### src/rtl/ram_probe_pkg.sv
// Shared types and helpers for the memory size-probe / clear engine.
package ram_probe_pkg;

  // Controller states: probe writes, scrub, probe reads, then the clear stream.
  typedef enum logic [2:0] {
    ST_IDLE    = 3'd0,
    ST_P_WR    = 3'd1,
    ST_SCRUB   = 3'd2,
    ST_P_RD    = 3'd3,
    ST_RD_WAIT = 3'd4,
    ST_CLEAR   = 3'd5,
    ST_GAP     = 3'd6,
    ST_DONE    = 3'd7
  } state_t;

  // Probe point j: 0 for j=0, otherwise one of the top PROBES-1 address bits.
  // The caller truncates the result to its address width.
  function automatic logic [63:0] probe_addr(input int j, input int aw, input int probes);
    if (j == 0) begin
      return 64'd0;
    end
    return 64'd1 << (aw - probes + j);
  endfunction

  // Signature for probe j: base*(j+1) kept to dw+4 bits; the caller
  // truncates to the data width.
  function automatic logic [63:0] sig(input int j, input int sig_base, input int dw);
    logic [63:0] prod;
    logic [63:0] keep;
    prod = 64'(sig_base) * 64'(j + 1);
    keep = (64'd1 << (dw + 4)) - 64'd1;
    return prod & keep;
  endfunction

endpackage

### src/rtl/probe_clear_throttle.sv
// Idle-gap counter for the clear stream: loaded on each clear transfer,
// counts down while the controller sits in its gap state, and flags when
// the next clear request may be issued.
module probe_clear_throttle #(
  parameter int CLR_GAP = 8
) (
  input  logic clk,
  input  logic rst_n,
  input  logic i_load,
  input  logic i_run,
  output logic o_clear_en
);

  localparam int GW = (CLR_GAP > 1) ? $clog2(CLR_GAP) : 1;
  // Count runs LOAD_VAL..0, so the gap state lasts exactly CLR_GAP cycles.
  localparam logic [GW-1:0] LOAD_VAL = (CLR_GAP > 0) ? GW'(CLR_GAP - 1) : '0;

  logic [GW-1:0] r_cnt;

  // Reload on a clear transfer, otherwise count down while idling in the gap.
  always_ff @(posedge clk or negedge rst_n) begin
    if (!rst_n) begin
      r_cnt <= '0;
    end else if (i_load) begin
      r_cnt <= LOAD_VAL;
    end else if (i_run && (r_cnt != '0)) begin
      r_cnt <= r_cnt - 1'b1;
    end
  end

  assign o_clear_en = (r_cnt == '0);

endmodule

### src/rtl/ram_probe_clear.sv
// Memory size probe followed by a throttled clear of the whole address
// space. Probe writes signatures at aliasing address bits, discharges the
// bus with a scrub write, reads back and reports per-probe matches, then
// streams fill writes once or forever.
module ram_probe_clear
  import ram_probe_pkg::*;
#(
  parameter int AW         = 27,
  parameter int DW         = 16,
  parameter int PROBES     = 3,
  parameter int SIG_BASE   = 1032,
  parameter int SCRUB_DATA = 12345,
  parameter int CLR_DATA   = 0,
  parameter int CLR_GAP    = 8,
  parameter int CONTINUOUS = 1
) (
  input  logic              clk_sys,
  input  logic              reset_n,
  input  logic              start,
  output logic              mem_valid,
  output logic              mem_we,
  output logic [AW-1:0]     mem_addr,
  output logic [DW-1:0]     mem_wdata,
  input  logic              mem_ready,
  input  logic              mem_rvalid,
  input  logic [DW-1:0]     mem_rdata,
  output logic [PROBES-1:0] size_flags,
  output logic              probe_done,
  output logic              clear_busy,
  output logic [7:0]        pass_cnt
);

  localparam int              JW         = $clog2(PROBES);
  localparam logic [JW-1:0]   J_TOP      = JW'(PROBES - 1);
  localparam logic [AW-1:0]   SCRUB_ADDR = AW'(64'd1 << (AW - PROBES));
  localparam logic [DW-1:0]   SCRUB_WORD = DW'(SCRUB_DATA);
  localparam logic [DW-1:0]   CLR_WORD   = DW'(CLR_DATA);
  localparam logic [AW-1:0]   ADDR_LAST  = '1;

  state_t            r_state;
  logic [JW-1:0]     r_j;
  logic [AW-1:0]     r_addr;
  logic [PROBES-1:0] r_flags;
  logic              r_probe_done;
  logic [7:0]        r_pass_cnt;

  logic              w_valid;
  logic              w_we;
  logic [AW-1:0]     w_addr;
  logic [DW-1:0]     w_wdata;
  logic              w_xfer;
  logic              w_wrap;
  logic              w_in_gap;
  logic              w_gap_load;
  logic              w_gap_expired;
  logic [AW-1:0]     w_probe_addr;
  logic [DW-1:0]     w_sig;

  assign w_probe_addr = AW'(probe_addr(int'(r_j), AW, PROBES));
  assign w_sig        = DW'(sig(int'(r_j), SIG_BASE, DW));

  // Request is a pure function of state and the registered index/address,
  // so it holds steady until the controller accepts it.
  always_comb begin
    w_valid = 1'b0;
    w_we    = 1'b0;
    w_addr  = '0;
    w_wdata = '0;
    case (r_state)
      ST_P_WR: begin
        w_valid = 1'b1;
        w_we    = 1'b1;
        w_addr  = w_probe_addr;
        w_wdata = w_sig;
      end
      ST_SCRUB: begin
        w_valid = 1'b1;
        w_we    = 1'b1;
        w_addr  = SCRUB_ADDR;
        w_wdata = SCRUB_WORD;
      end
      ST_P_RD: begin
        w_valid = 1'b1;
        w_addr  = w_probe_addr;
      end
      ST_CLEAR: begin
        w_valid = 1'b1;
        w_we    = 1'b1;
        w_addr  = r_addr;
        w_wdata = CLR_WORD;
      end
      default: begin
      end
    endcase
  end

  assign w_xfer     = w_valid & mem_ready;
  assign w_wrap     = (r_addr == ADDR_LAST);
  assign w_in_gap   = (r_state == ST_GAP);
  assign w_gap_load = (r_state == ST_CLEAR) & w_xfer;

  probe_clear_throttle #(
    .CLR_GAP (CLR_GAP)
  ) u_throttle (
    .clk        (clk_sys),
    .rst_n      (reset_n),
    .i_load     (w_gap_load),
    .i_run      (w_in_gap),
    .o_clear_en (w_gap_expired)
  );

  // Main sequencer: probe writes, scrub, readback compare, clear stream.
  always_ff @(posedge clk_sys or negedge reset_n) begin
    if (!reset_n) begin
      r_state      <= ST_IDLE;
      r_j          <= '0;
      r_addr       <= '0;
      r_flags      <= '0;
      r_probe_done <= 1'b0;
      r_pass_cnt   <= '0;
    end else begin
      case (r_state)
        ST_IDLE, ST_DONE: begin
          if (start) begin
            r_flags      <= '0;
            r_probe_done <= 1'b0;
            r_pass_cnt   <= '0;
            r_j          <= J_TOP;
            r_state      <= ST_P_WR;
          end
        end
        ST_P_WR: begin
          if (w_xfer) begin
            if (r_j == '0) begin
              r_state <= ST_SCRUB;
            end else begin
              r_j <= r_j - 1'b1;
            end
          end
        end
        ST_SCRUB: begin
          if (w_xfer) begin
            r_j     <= J_TOP;
            r_state <= ST_P_RD;
          end
        end
        ST_P_RD: begin
          if (w_xfer) begin
            r_state <= ST_RD_WAIT;
          end
        end
        ST_RD_WAIT: begin
          if (mem_rvalid) begin
            for (int p = 0; p < PROBES; p++) begin
              if (JW'(p) == r_j) begin
                r_flags[p] <= (mem_rdata == w_sig);
              end
            end
            if (r_j == '0) begin
              r_probe_done <= 1'b1;
              r_addr       <= '0;
              r_state      <= ST_CLEAR;
            end else begin
              r_j     <= r_j - 1'b1;
              r_state <= ST_P_RD;
            end
          end
        end
        ST_CLEAR: begin
          if (w_xfer) begin
            r_addr <= r_addr + 1'b1;
            if (w_wrap) begin
              r_pass_cnt <= r_pass_cnt + 8'd1;
            end
            if (w_wrap && (CONTINUOUS == 0)) begin
              r_state <= ST_DONE;
            end else if (CLR_GAP != 0) begin
              r_state <= ST_GAP;
            end
          end
        end
        ST_GAP: begin
          if (w_gap_expired) begin
            r_state <= ST_CLEAR;
          end
        end
        default: begin
          r_state <= ST_IDLE;
        end
      endcase
    end
  end

  assign mem_valid  = w_valid;
  assign mem_we     = w_we;
  assign mem_addr   = w_addr;
  assign mem_wdata  = w_wdata;
  assign size_flags = r_flags;
  assign probe_done = r_probe_done;
  assign clear_busy = (r_state == ST_CLEAR) || (r_state == ST_GAP);
  assign pass_cnt   = r_pass_cnt;

endmodule

### config.mk
export PLATFORM = sky130hd
export DESIGN_NAME = ram_probe_clear
export DESIGN_NICKNAME = d
export VERILOG_FILES = /design/src/rtl/ram_probe_pkg.sv /design/src/rtl/probe_clear_throttle.sv /design/src/rtl/ram_probe_clear.sv
export SDC_FILE = /design/constraint.sdc
export NUM_CORES = 1
export LEC_CHECK = 0
export ABC_CLOCK_PERIOD_IN_PS = 2540
export CORE_AREA = 3 3 107 109
export DETAILED_ROUTE_END_ITERATION = 8
export DIE_AREA = 0 0 110 112
export RECOVER_POWER = 25
export SLEW_MARGIN = 20
export SYNTH_ARGS = -nofsm -noshare
export SYNTH_HDL_FRONTEND = slang
export SYNTH_SLANG_ARGS = --single-unit
### constraint.sdc
create_clock -name clk_sys -period 2.54 [get_ports clk_sys]
set_input_delay 0.381 -clock clk_sys [delete_from_list [all_inputs] [get_ports clk_sys]]
set_output_delay 0.381 -clock clk_sys [all_outputs]
set_load 0.05 [all_outputs]
==> run summary <==
The sum of negative setup slack came out at 0 ns. Clock-pin slew was measured on the worst setup and hold paths at 0.09 ns. Row generation in the floorplan step produced 38 rows. The number of max-cap violations is 0.

The highest net fanout along the worst path is 19. The final-report max-slew violation count is 0. At the pin with the least slew margin, the transition time is 1.20 ns. In this run the cell area of the synthesized design comes to 0.00313 mm^2.

The relative max-transition margin came out at 20.1%. The sequential cells in the finished layout cover a total of 0.00118 mm^2. The global placer's final weighted congestion is 0.732. The part of the total power dissipated in combinational logic is 53.6%.

Synthesis handed over a netlist of 369 instances. The post-synthesis average cell area is 8.47 um^2. The first-iteration detailed-routing DRC count is 164. Among the stages of the critical path, the cell type that occurs most often is sky130_fd_sc_hd__nand2b_1. In this run the tool buffered the top-level ports with 70 buffer cells.

The maximum number of buffers from clock root to sink is 2. The share of synthesized registers carrying an async set or reset is 100%. Between clock sinks in the finished design, the worst skew comes to 0.00531 ns.

In this run the worst hold path is classified as in -> async. The number of enable-type register cells in the synthesized netlist came out at 0. The starting utilization of the core area is 29.2%. At the end of the flow the core is filled with cells to 40.8%.

The internal power contribution came out at 0.00175 W. The wire length reported by the detailed router came out at 8.08 mm. Traced cell by cell, the critical path runs through nand2b_1 -> nand2b_1 -> inv_1 -> or2_2 -> buf_4. In the final layout, the multi-input gates occupy 0.00179 mm^2. The maximum number of pins on one net before global-route repair is 48. After detailed placement, the design holds a cell count of 572. The post-CTS setup buffer count is 0. The cell with the largest stage delay on the worst path is sky130_fd_sc_hd__dfrtp_1. The via count normalized by instance count came out at 4.98. The setup path with the least slack is of type reg -> out.

The half-perimeter wire length of the detailed placement result came out at 6.10 mm. The synthesized flop and latch total is 47. The number of placed I/O pins is 79.

In the synthesized netlist the dominant register cell turns out to be sky130_fd_sc_hd__dfrtp_1. The hold violation total from the final report was 0. The top cell type by total area after synthesis is sky130_fd_sc_hd__dfrtp_1. The total power is 0.00322 W. The flow ran to the end, and the final reports show no timing, DRC or antenna violations.

The horizontal die dimension came out at 110 um. The remaining antenna violation count after routing came out at 0. After the flow finishes, the layout carries non-filler instances totaling 580.

Dividing the final minimum period by the clock period gives 91.5%. The H-tree depth came out at 2. The die area is 0.0123 mm^2. In the global route stage, overall resource usage came out at 13.3%. Setup repair after global routing left no endpoint under its margin. The net switching component of the power is 0.00147 W. The number of CTS-inserted buffers is 5. The layout has 1069 filler cells. STA classifies the critical path startpoint as a flop. The share of the yosys chip area belonging to registers is 37.6%. The required time of the critical path came out at 2.16 ns. The global-route congestion overflow total came out at 0. The number of detailed-route iterations in the first pass came out at 5.

The final number of setup-violating endpoints came out at 0. Per report_power, the sequential group accounts for 30.9% of the total. The number of global-route vias before repair came out at 2736. The worst setup path is captured at an output port.

At the later pin of the worst-skew pair, clock insertion delay measures 0.30 ns. The achievable frequency came out at 0.430 GHz. The initial antenna violation count is 0. The worst-case IR drop observed on VDD is 0.000874 V. At the end of the flow, the number of nets in the layout was 468.

The total via count in the routed design is 2886. Synthesis instantiated 50 different standard cells from the library. By area the synthesized netlist is led by sky130_fd_sc_hd__dfrtp_1, sky130_fd_sc_hd__and2_1, sky130_fd_sc_hd__nand2_1. For this design the ratio of total power to cell area is 737 mW/mm^2.

After floorplanning, the core was sized to cover 0.0107 mm^2. The portion of total power attributed to the clock network came out at 15.5%. The number of antenna diodes came out at 0. The area growth from synthesis to layout is 39.6%. After detailed routing, the average wire length per cell comes to 13.9 um. The fraction of post-synthesis cell area in the top cell type by area is 37.6%. TritonCTS built the clock tree. CTS saw 47 sinks. The root buffer cell chosen for the clock tree is sky130_fd_sc_hd__clkbuf_8. In this run switching power makes up 45.6% of total power. The analysis attributes to cell leakage a power of 1.92 nW. The maximum single-stage delay on the critical path came out at 0.59 ns. The yosys synthesis warning count is 0. After layout, the minimum clock period comes to 2.32 ns. Cells with a size suffix above 1 make up 18.2% of the layout. The first-pass GRT wire length came out at 13.2 mm.

The die height is 112 um. The residual DRC count is 0. Data on the critical path arrives at its endpoint at 1.94 ns.
[worst max-delay path: cells and delay by family, from the launching register on]
kind / cells / cell delay (ns)
simple gates: 3 / 0.75
flops: 1 / 0.59
buf+inv: 2 / 0.30
[timing repair]
action | in CTS | in global routing
gates resized for setup | 0 | 1
setup endpoints to repair | 0 | 2
hold buffers | 0 | 0
[cell usage in the layout (no fill, tap or decap), types with 8 or more instances in the layout]
cell type                         synthesis  routed
sky130_fd_sc_hd__dfrtp_1                 47      46
sky130_fd_sc_hd__nand2_1                 37      37
sky130_fd_sc_hd__clkdlybuf4s50_1          0      31
sky130_fd_sc_hd__buf_12                   0      30
sky130_fd_sc_hd__nor2_1                  28      28
sky130_fd_sc_hd__and2_1                  24      24
sky130_fd_sc_hd__nand3_1                 23      23
sky130_fd_sc_hd__o21ai_0                 21      21
sky130_fd_sc_hd__buf_4                   10      21
sky130_fd_sc_hd__a21oi_1                 14      14
sky130_fd_sc_hd__and3_1                  14      14
sky130_fd_sc_hd__xnor2_1                 12      12
sky130_fd_sc_hd__inv_1                   11      11
sky130_fd_sc_hd__o31ai_1                 11      11
sky130_fd_sc_hd__nor3_1                  11      10
sky130_fd_sc_hd__ha_1                     8       8
sky130_fd_sc_hd__conb_1                   1       8
[logic make-up after synthesis]
kind of cell,synth area share (%)
AO/OA/AOI/OAI,14.6
XOR/XNOR,3.92
adder cells (fa/ha/maj),3.20
buffers and inverters,6.20
flip-flops,37.6
multiplexers,1.68
other,0.120
AND/OR/NAND/NOR,32.7
[flip-flops by register name, indices dropped and copies added, names as in the netlist]
signal and flops:
pass_cnt 8, u_throttle.r_cnt 3, r_j 2, r_addr 27
r_state 3, size_flags 3, probe_done 1
[worst paths after layout]
check	start	endpoint	slack, ns	cells after the start
max	r_state[1]	mem_wdata[4]	0.22	5
min	reset_n	r_addr[6]	0.40	2
max reg2reg	r_state[1]	r_state[2]	0.37	5
min reg2reg	size_flags[0]	size_flags[0]	0.51	2
max in group asynchronous	reset_n	r_state[0]	1.32	2
min in group clk_sys	size_flags[0]	size_flags[0]	0.51	2
[cell usage after synthesis (5+ instances only)]
library cell / number
sky130_fd_sc_hd__xnor2_1: 12
sky130_fd_sc_hd__clkbuf_1: 12
sky130_fd_sc_hd__o21ai_0: 21
sky130_fd_sc_hd__buf_2: 5
sky130_fd_sc_hd__o31ai_1: 11
sky130_fd_sc_hd__a21oi_1: 14
sky130_fd_sc_hd__a21o_1: 6
sky130_fd_sc_hd__nor2_1: 28
sky130_fd_sc_hd__buf_4: 10
sky130_fd_sc_hd__nor3_1: 11
sky130_fd_sc_hd__and2_1: 24
sky130_fd_sc_hd__dfrtp_1: 47
sky130_fd_sc_hd__nand3_1: 23
sky130_fd_sc_hd__nand2b_1: 5
sky130_fd_sc_hd__inv_1: 11
sky130_fd_sc_hd__nand2_1: 37
sky130_fd_sc_hd__or3_1: 5
sky130_fd_sc_hd__ha_1: 8
sky130_fd_sc_hd__and3_1: 14
[per-layer routing]
layer  GRT usage (%)  wire length [um]  up-vias
met5               0                 0        -
met4            3.41               107        0
met3            2.84               327        9
met2            21.5              4030       59
met1            18.0              3620     1387
li1                -                 -     1431
[power groups by stage]
| stage | sequential (W) | clock (W) | combinational [W] |
|---|---|---|---|
| floorplan | 0.000935 | 0 | 0.00122 |
| global placement | 0.000996 | 0 | 0.00171 |
| detailed placement | 0.00100 | 0 | 0.00173 |
| global route | 0.00101 | 0.000545 | 0.00185 |
| finish | 0.000993 | 0.000499 | 0.00173 |
| CTS | 0.000988 | 0.000517 | 0.00174 |
[per-stage QoR]
step	hold WS [ns]	cell area, um^2	worst slack [ns]
after floorplan	0.0854	3160	0.245
after global placement	0.395	4280	0.291
after detailed placement	0.390	4280	0.237
after CTS	0.0698	4380	0.114
after global routing	0.503	4360	0.0892
final	0.402	4360	0.216
[area by class of cell]
cell class / count / share of cell area [%]
clock buffer: 8 / 2.29
inverter: 12 / 1.03
multi-input combinational: 289 / 41.0
sequential: 47 / 27.0
tap: 140 / 4.01
timing repair buffer: 84 / 24.7
No activity file was read; power rests on OpenSTA's default activity.
